$ cat config.mk
export PLATFORM = sky130hd
export DESIGN_NAME = spi_flash_arbiter
export DESIGN_NICKNAME = d
export VERILOG_FILES = /design/src/rtl/spi_flash_arbiter.sv
export SDC_FILE = /design/constraint.sdc
export NUM_CORES = 1
export LEC_CHECK = 0
export CAP_MARGIN = 20
export CORE_MARGIN = 2
export CORE_UTILIZATION = 40
export CTS_CLUSTER_SIZE = 14
export DETAILED_ROUTE_END_ITERATION = 12
export GPL_ROUTABILITY_DRIVEN = 0
export PLACE_DENSITY = 0.66
export SYNTH_ARGS = -nofsm -noshare
export SYNTH_HDL_FRONTEND = slang
export SYNTH_SLANG_ARGS = --single-unit
$ cat constraint.sdc
create_clock -name clk -period 2.1 [get_ports clk]
set_input_delay 0.42 -clock clk [delete_from_list [all_inputs] [get_ports clk]]
set_output_delay 0.42 -clock clk [all_outputs]
set_load 0.005 [all_outputs]
$ cat src/rtl/spi_flash_arbiter.sv
// Two-requester SPI flash read arbiter: round-robin grant, 0x03 read of one
// 32-bit little-endian word per transaction over a mode-0 SPI link.
module spi_flash_arbiter #(
    parameter int CLK_DIV = 2,
    parameter int CS_GAP  = 2
) (
    input  logic        clk,
    input  logic        reset,
    input  logic        req0_valid,
    input  logic [23:0] req0_addr,
    output logic        req0_ready,
    output logic [31:0] req0_rdata,
    input  logic        req1_valid,
    input  logic [23:0] req1_addr,
    output logic        req1_ready,
    output logic [31:0] req1_rdata,
    output logic        sck,
    output logic        sdo,
    input  logic        sdi,
    output logic        cs
);

    typedef enum logic [1:0] {IDLE, SHIFT, DONE, GAP} state_t;

    localparam logic [7:0] PHASE_LAST = 8'(CLK_DIV - 1);
    localparam logic [7:0] GAP_LAST   = 8'(CS_GAP - 1);

    state_t      state_reg, state_next;
    logic        grant_idx_reg, grant_idx_next;
    logic        last_grant_reg, last_grant_next;
    logic [31:0] tx_reg, tx_next;
    logic [31:0] rx_reg, rx_next;
    logic [6:0]  bit_cnt_reg, bit_cnt_next;
    logic [7:0]  phase_cnt_reg, phase_cnt_next;
    logic        sck_reg, sck_next;
    logic [7:0]  gap_cnt_reg, gap_cnt_next;
    logic        rdata_load;
    logic        grant_sel;
    logic [23:0] addr_sel;
    logic [1:0]  req_valid;
    logic [1:0]  ready;
    logic [31:0] rx_word;
    logic [31:0] rdata_reg [2];

    assign req_valid = {req1_valid, req0_valid};
    // On contention the requester that was not served last wins
    assign grant_sel = (&req_valid) ? ~last_grant_reg : req_valid[1];
    assign addr_sel  = grant_sel ? req1_addr : req0_addr;
    // First received byte sits in rx_reg[31:24]; it belongs in the low byte
    assign rx_word   = {rx_reg[7:0], rx_reg[15:8], rx_reg[23:16], rx_reg[31:24]};

    always_comb begin
        state_next      = state_reg;
        grant_idx_next  = grant_idx_reg;
        last_grant_next = last_grant_reg;
        tx_next         = tx_reg;
        rx_next         = rx_reg;
        bit_cnt_next    = bit_cnt_reg;
        phase_cnt_next  = phase_cnt_reg;
        sck_next        = sck_reg;
        gap_cnt_next    = gap_cnt_reg;
        rdata_load      = 1'b0;
        case (state_reg)
            IDLE: begin
                if (|req_valid) begin
                    state_next      = SHIFT;
                    grant_idx_next  = grant_sel;
                    last_grant_next = grant_sel;
                    tx_next         = {8'h03, addr_sel};
                    bit_cnt_next    = 7'd0;
                    phase_cnt_next  = 8'd0;
                    sck_next        = 1'b0;
                end
            end
            SHIFT: begin
                if (phase_cnt_reg == PHASE_LAST) begin
                    phase_cnt_next = 8'd0;
                    if (!sck_reg) begin
                        // Rising SCK edge: flash data is sampled here
                        sck_next = 1'b1;
                        if (bit_cnt_reg >= 7'd32) begin
                            rx_next = {rx_reg[30:0], sdi};
                        end
                    end else begin
                        sck_next     = 1'b0;
                        bit_cnt_next = bit_cnt_reg + 7'd1;
                        tx_next      = {tx_reg[30:0], 1'b0};
                        if (bit_cnt_reg == 7'd63) begin
                            state_next = DONE;
                            rdata_load = 1'b1;
                        end
                    end
                end else begin
                    phase_cnt_next = phase_cnt_reg + 8'd1;
                end
            end
            DONE: begin
                state_next   = GAP;
                gap_cnt_next = 8'd0;
            end
            GAP: begin
                if (gap_cnt_reg == GAP_LAST) begin
                    state_next = IDLE;
                end else begin
                    gap_cnt_next = gap_cnt_reg + 8'd1;
                end
            end
            default: state_next = IDLE;
        endcase
    end

    always_ff @(posedge clk) begin
        if (reset) begin
            state_reg      <= IDLE;
            grant_idx_reg  <= 1'b0;
            last_grant_reg <= 1'b1;
            tx_reg         <= 32'd0;
            rx_reg         <= 32'd0;
            bit_cnt_reg    <= 7'd0;
            phase_cnt_reg  <= 8'd0;
            sck_reg        <= 1'b0;
            gap_cnt_reg    <= 8'd0;
        end else begin
            state_reg      <= state_next;
            grant_idx_reg  <= grant_idx_next;
            last_grant_reg <= last_grant_next;
            tx_reg         <= tx_next;
            rx_reg         <= rx_next;
            bit_cnt_reg    <= bit_cnt_next;
            phase_cnt_reg  <= phase_cnt_next;
            sck_reg        <= sck_next;
            gap_cnt_reg    <= gap_cnt_next;
        end
    end

    genvar gi;
    generate
        for (gi = 0; gi < 2; gi++) begin : g_req
            always_ff @(posedge clk) begin
                if (reset) begin
                    rdata_reg[gi] <= 32'd0;
                end else if (rdata_load && (grant_idx_reg == 1'(gi))) begin
                    rdata_reg[gi] <= rx_word;
                end
            end
            assign ready[gi] = (state_reg == DONE) && (grant_idx_reg == 1'(gi));
        end
    endgenerate

    assign req0_ready = ready[0];
    assign req1_ready = ready[1];
    assign req0_rdata = rdata_reg[0];
    assign req1_rdata = rdata_reg[1];

    // tx_reg drains to zero after the command/address, keeping sdo low while reading
    assign cs  = (state_reg != SHIFT);
    assign sck = (state_reg == SHIFT) && sck_reg;
    assign sdo = (state_reg == SHIFT) && tx_reg[31];

endmodule

Yosys cells after proc, flatten, opt, wreduce, memory -nomap -nowiden. Memories as Yosys holds them, arrays and structs flattened. Cells that the tools add are included. Widths: inputs -> output; s select.

Bits in registers: 92. Memory bits (writable): 64. Memories kept: 1. Input bits: 53. Word-level logic and storage cells: 89. Output and inout bits: 69.

Memories: rdata_reg (depth 2, bits a word 32, read ports 2, clocked after memory_dff 0, wr ports 2, RTL line 43) `logic [31:0] rdata_reg [2];`.

Add/sub/neg operators: 3. Bitwise logic cells: 5. $lt $le $gt $ge: 1. Multiplexer cells: 39. Reduce and logical (&&, ||, !) cells: 18. Equality and inequality tests: 13.

Operators with widths (count): $mux 32 (5); $pmux 32 s2 (1); $pmux 8 s2 (2); $mux 24 (1); $mux 8 (3); $mux 7 (3); $add 8x1->8 const B (2); $eq 8x1->1 const B (2); $mux 1 (16); $pmux 7 s2 (1); $ne 2x2->1 const B (6); $mux 2 (5); $pmux 2 s4 (1); $reduce_and 2->1 (4); $reduce_and 4->1 (2); $add 7x1->7 const B (1); $eq 7x6->1 const B (1); $ge 7x6->1 const B (1); $logic_and 1x1->1 (6); $reduce_and 5->1 (1); $eq 2x2->1 const B (2); $reduce_bool 2->1 (2); $not 1->1 (3); $reduce_and 3->1 (1); other kinds (6) (7).

Longest topological paths before layout.
Word-level depth: 10. Depth in mapped cells: 8. Gate-level depth less buffers: 7.

Worst setup path after synthesis. OpenSTA, ideal clock, no wires.

Path type: register to register. Start: register phase_cnt_reg[0]. End: memory rdata_reg[0][0] (enable). Slack: 38 ps. Cell stages (with the launch flop): 5. Path buffers: 0. Arrival time: 1685 ps. Setup time: 377 ps. Period minus slack after synthesis: 2062 ps. Required time: 1723 ps. Cells stage by stage: dfxtp_1 -> ha_1 -> nor4b_4 -> and2_2 -> a31o_2.

RTL lines: start, declared (RTL line 34) `logic [7:0] phase_cnt_reg, phase_cnt_next;`; start signal, assigned (RTL line 130) `phase_cnt_reg <= phase_cnt_next;`; end, declared (RTL line 43).

Final worst setup path.
Start: register state_reg[1]. End: output port sck.

Longest elaborated chain between the ends: 2.

Ends and longest elaborated chain: start, declared (RTL line 28) `state_t state_reg, state_next;`; start signal, assigned (RTL line 124) `state_reg <= state_next;`; $eq 2x1->1 (RTL line 157) `assign sck = (state_reg == SHIFT) && sck_reg;`; $logic_and 1x1->1 (RTL line 157); end, declared (RTL line 17) `output logic sck,`.

Every way passes these cells.

==> results.txt <==
The analysis attributes to cell leakage a power of around 3.1 nW. The clock latency on the worst-skew pair is about 0.42 ns. The worst-case clock buffer depth came out at 2. Setup repair after global routing left no endpoint under its margin.

In the post-synthesis netlist, the biggest area contributors are sky130_fd_sc_hd__edfxtp_1 (28%), sky130_fd_sc_hd__dfxtp_1 (27%), sky130_fd_sc_hd__and2_1 (6.0%). The floorplan has 47 rows. sky130_fd_sc_hd__edfxtp_1 takes more of the synthesized area than any other cell. Setup violations remaining at the end of the flow were counted as 0. The floorplan core area is between 0.015 and 0.02 mm2. For this run, the leading register cell type out of synthesis is sky130_fd_sc_hd__dfxtp_1. Summing over every cut layer, the via total after detailed routing is between 5,000 and 6,000. The count of different cell masters after synthesis came out at 57. After synthesis the cells add up to between 0.006 and 0.007 mm2. Across the VDD grid, the largest voltage drop is 582.1 uV. From bottom edge to top edge, the die measures about 130 um. The width of the die came out at 134.3 um.

The total power of the final layout is 9.248 mW. The maximum frequency from static timing analysis came out at roughly 500 MHz. The clock sink count is approximately 160. The initial antenna violation count is 0. The number of enable flip-flop cells after synthesis is 64.

The sort of element at the start of the critical path is a register. The synthesized area per cell came out at between 10 and 15 um2. The detailed-route wire length came out at approximately 15,000 um. The number of storage elements in the synthesis netlist came out at about 160. The half-perimeter wire length after placement is 9834 um. For the pin with the worst max-slew slack, the measured transition is around 0.61 ns. CTS placed an instance of sky130_fd_sc_hd__clkbuf_16 at the clock tree root. The post-synthesis instance total came out at 659. The number of nets in the finished design is between 800 and 900.

In this run, CTS created clock tree buffers numbering 17. The number of nets produced by synthesis is 723. The number of warnings reported in the yosys synthesis log came out at 0. TritonCTS built the clock tree. The H-tree was split into 4 levels.

The die covers about 0.018 mm2. The total grt overflow is 0. The setup skew after layout came out at approximately 0.010 ns. In this run the worst hold path is classified as reg2reg. The fill cell total of the finished layout came out at about 1,400. The post-route fraction of the period consumed by the critical path is a little over nine tenths.

The largest fanout on the critical path came out at 5. After the first detailed-routing iteration, the DRC count stood at between 300 and 400. The register with the most flip-flops in the layout has 64 of them. Cells with a size suffix above 1 make up between 10% and 20% of the layout. The post-route minimum period is around 2.0 ns. Ranked by instance count, the synthesized netlist is headed by sky130_fd_sc_hd__dfxtp_1 (92), sky130_fd_sc_hd__nand2_1 (82), sky130_fd_sc_hd__a21oi_1 (65), sky130_fd_sc_hd__and2_1 (65), sky130_fd_sc_hd__edfxtp_1 (64). The global-route wire length before repair came out at between 20,000 and 25,000 um.

The run finished with clean final reports. The headroom to the max-slew limit came out at 59.18%. The async set-or-reset flop fraction in the synthesized netlist is 0%. The number of vias per cell after detailed routing came out at 5.199.

The top cell type's share of synthesized area is about 28%. The portion of the post-synthesis area used by sequential elements is 55.43%. The data arrival time of the critical path came out at 1.55 ns. The initial core utilization is between 40% and 50%. The final number of max-transition violations is 0.

The global-route usage over all layers came out at 17.09%. Entering global routing, the biggest net connects 46 pins. The number of buffers added to fix hold violations after cts came out at 0. The via count of the first global-routing pass is 5,170.

STA classifies the critical path endpoint as a primary output. The mean routed wirelength per cell is around 15 um. In the routed design, unresolved DRC markers number 0. By instance count, the leading cell after synthesis is sky130_fd_sc_hd__dfxtp_1. The tool flagged a number of max-cap violations equal to 0.

The relative area change from synthesis to final layout is 33.57%. The antenna diode count is 0. STA puts the critical path data required time at about 1.7 ns.

Before antenna repair, the detailed router went through 5 iterations. In this run the remaining antenna-violating nets after routing total 0. The area of placed instances came out at roughly 0.0084 mm2. The number of buffers inserted by port buffering is roughly 120. The number of hold-slack violations in the final timing report is 0. The post-route cell area is between 0.009 and 0.01 mm2. The clock-pin slew reported for the worst setup and hold paths after clock tree synthesis is about 0.06 ns.

The critical path in this run is classified as reg2out. The count of boundary I/O pins is 122. The power per cell area is 1020 mW/mm2.
-- power breakdown --
part / switching, mW / internal [mW] / leakage, nW / total, mW
sequential: 0.173 / 3.50 / 1.36 / 3.67
combinational: 1.30 / 1.10 / 1.50 / 2.40
clock: 1.18 / 1.99 / 0.289 / 3.17
total: 2.65 / 6.59 / 3.15 / 9.25
-- layer usage --
metal	up-vias	routed length (um)	global-route usage, %
met4	0	262	6.257
met2	204	7146	28.54
met5	-	0	0
met3	22	805	4.082
li1	2611	-	-
met1	2461	6628	21.60
-- layout by cell type (no fill, tap or decap), types with 4 or more instances in the layout --
master	Yosys	layout
sky130_fd_sc_hd__dfxtp_1	92	90
sky130_fd_sc_hd__nand3_1	12	12
sky130_fd_sc_hd__a21oi_1	65	64
sky130_fd_sc_hd__clkbuf_1	31	5
sky130_fd_sc_hd__o22ai_1	5	5
sky130_fd_sc_hd__mux2_2	24	24
sky130_fd_sc_hd__o21ai_0	24	24
sky130_fd_sc_hd__nor4_1	6	6
sky130_fd_sc_hd__nand2_1	82	82
sky130_fd_sc_hd__o2111ai_1	24	23
sky130_fd_sc_hd__nand2b_1	16	16
sky130_fd_sc_hd__clkdlybuf4s50_1	0	115
sky130_fd_sc_hd__buf_4	1	22
sky130_fd_sc_hd__xnor2_1	8	8
sky130_fd_sc_hd__o31ai_1	10	10
sky130_fd_sc_hd__inv_1	24	21
sky130_fd_sc_hd__nor2_1	21	20
sky130_fd_sc_hd__edfxtp_1	64	64
sky130_fd_sc_hd__clkbuf_16	0	17
sky130_fd_sc_hd__nor3_1	5	5
sky130_fd_sc_hd__ha_1	11	9
sky130_fd_sc_hd__a31o_2	4	4
sky130_fd_sc_hd__bufinv_16	0	4
sky130_fd_sc_hd__and2_1	65	65
sky130_fd_sc_hd__dlygate4sd2_1	0	4
sky130_fd_sc_hd__buf_12	0	8
-- worst paths after layout --
kind                                                    start                 endpoint  slack, ns  cells past startpoint
worst max-delay path                state_reg[1]$_SDFFE_PP0P_                      sck       0.13                      5
worst min-delay path                  tx_reg[29]$_SDFFE_PP0P_  tx_reg[30]$_SDFFE_PP0P_       0.47                      2
worst max register to register  phase_cnt_reg[1]$_SDFFE_PP0P_  tx_reg[23]$_SDFFE_PP0P_       0.15                      7
worst min register to register        tx_reg[29]$_SDFFE_PP0P_  tx_reg[30]$_SDFFE_PP0P_       0.47                      2
-- final cells by class --
cell class,count,area [um2],area share (%)
Sequential cell,156,3769,41.55
Multi-Input combinational cell,436,2794,30.80
Timing Repair Buffer,151,1529,16.86
Clock buffer,22,444.2,4.897
Tap cell,220,275.3,3.035
Clock inverter,10,166.4,1.835
Inverter,24,92.59,1.021
-- cells by family (layout without fill, tap and decap cells) --
family | count (synthesis) | after routing | synth area share [%]
multiplexers | 25 | 25 | 4.128
buffers and inverters | 67 | 207 | 4.035
adder cells (fa/ha/maj) | 11 | 11 | 2.027
flip-flops | 156 | 156 | 55.43
AO/OA/AOI/OAI | 161 | 161 | 15.31
XOR/XNOR | 8 | 8 | 1.032
AND/OR/NAND/NOR | 231 | 231 | 18.04
-- through the flow --
stage	util [%]	worst slack (ns)	setup TNS [ns]	cells	hold slack, ns
4_1_cts	54.66	0.01276	0	1019	0.4627
2_1_floorplan	-	0.03836	0	659	0.4401
6_report	54.69	0.1290	0	1019	0.4656
5_1_grt	54.69	0.001840	0	1019	0.4878
3_3_place_gp	50.76	-0.01190	-0.01190	986	0.4546
3_5_place_dp	50.76	-0.09124	-0.9204	986	0.4624
-- repair_timing --
item / CTS / global route
setup buffers: 1 / 0
endpoints found under the hold margin: 0 / 0
resized for setup: 15 / 2
endpoints found under the setup margin: 5 / 2
-- worst max-delay path: stages, from the launching register on --
cell	delay [ns]
sky130_fd_sc_hd__dfxtp_2	0.38
sky130_fd_sc_hd__inv_2	0.08
sky130_fd_sc_hd__ha_4	0.18
sky130_fd_sc_hd__nand2_1	0.12
sky130_fd_sc_hd__inv_1	0.10
sky130_fd_sc_hd__dlygate4sd2_1	0.28
Note: power is estimated with default switching activity, not from simulation.
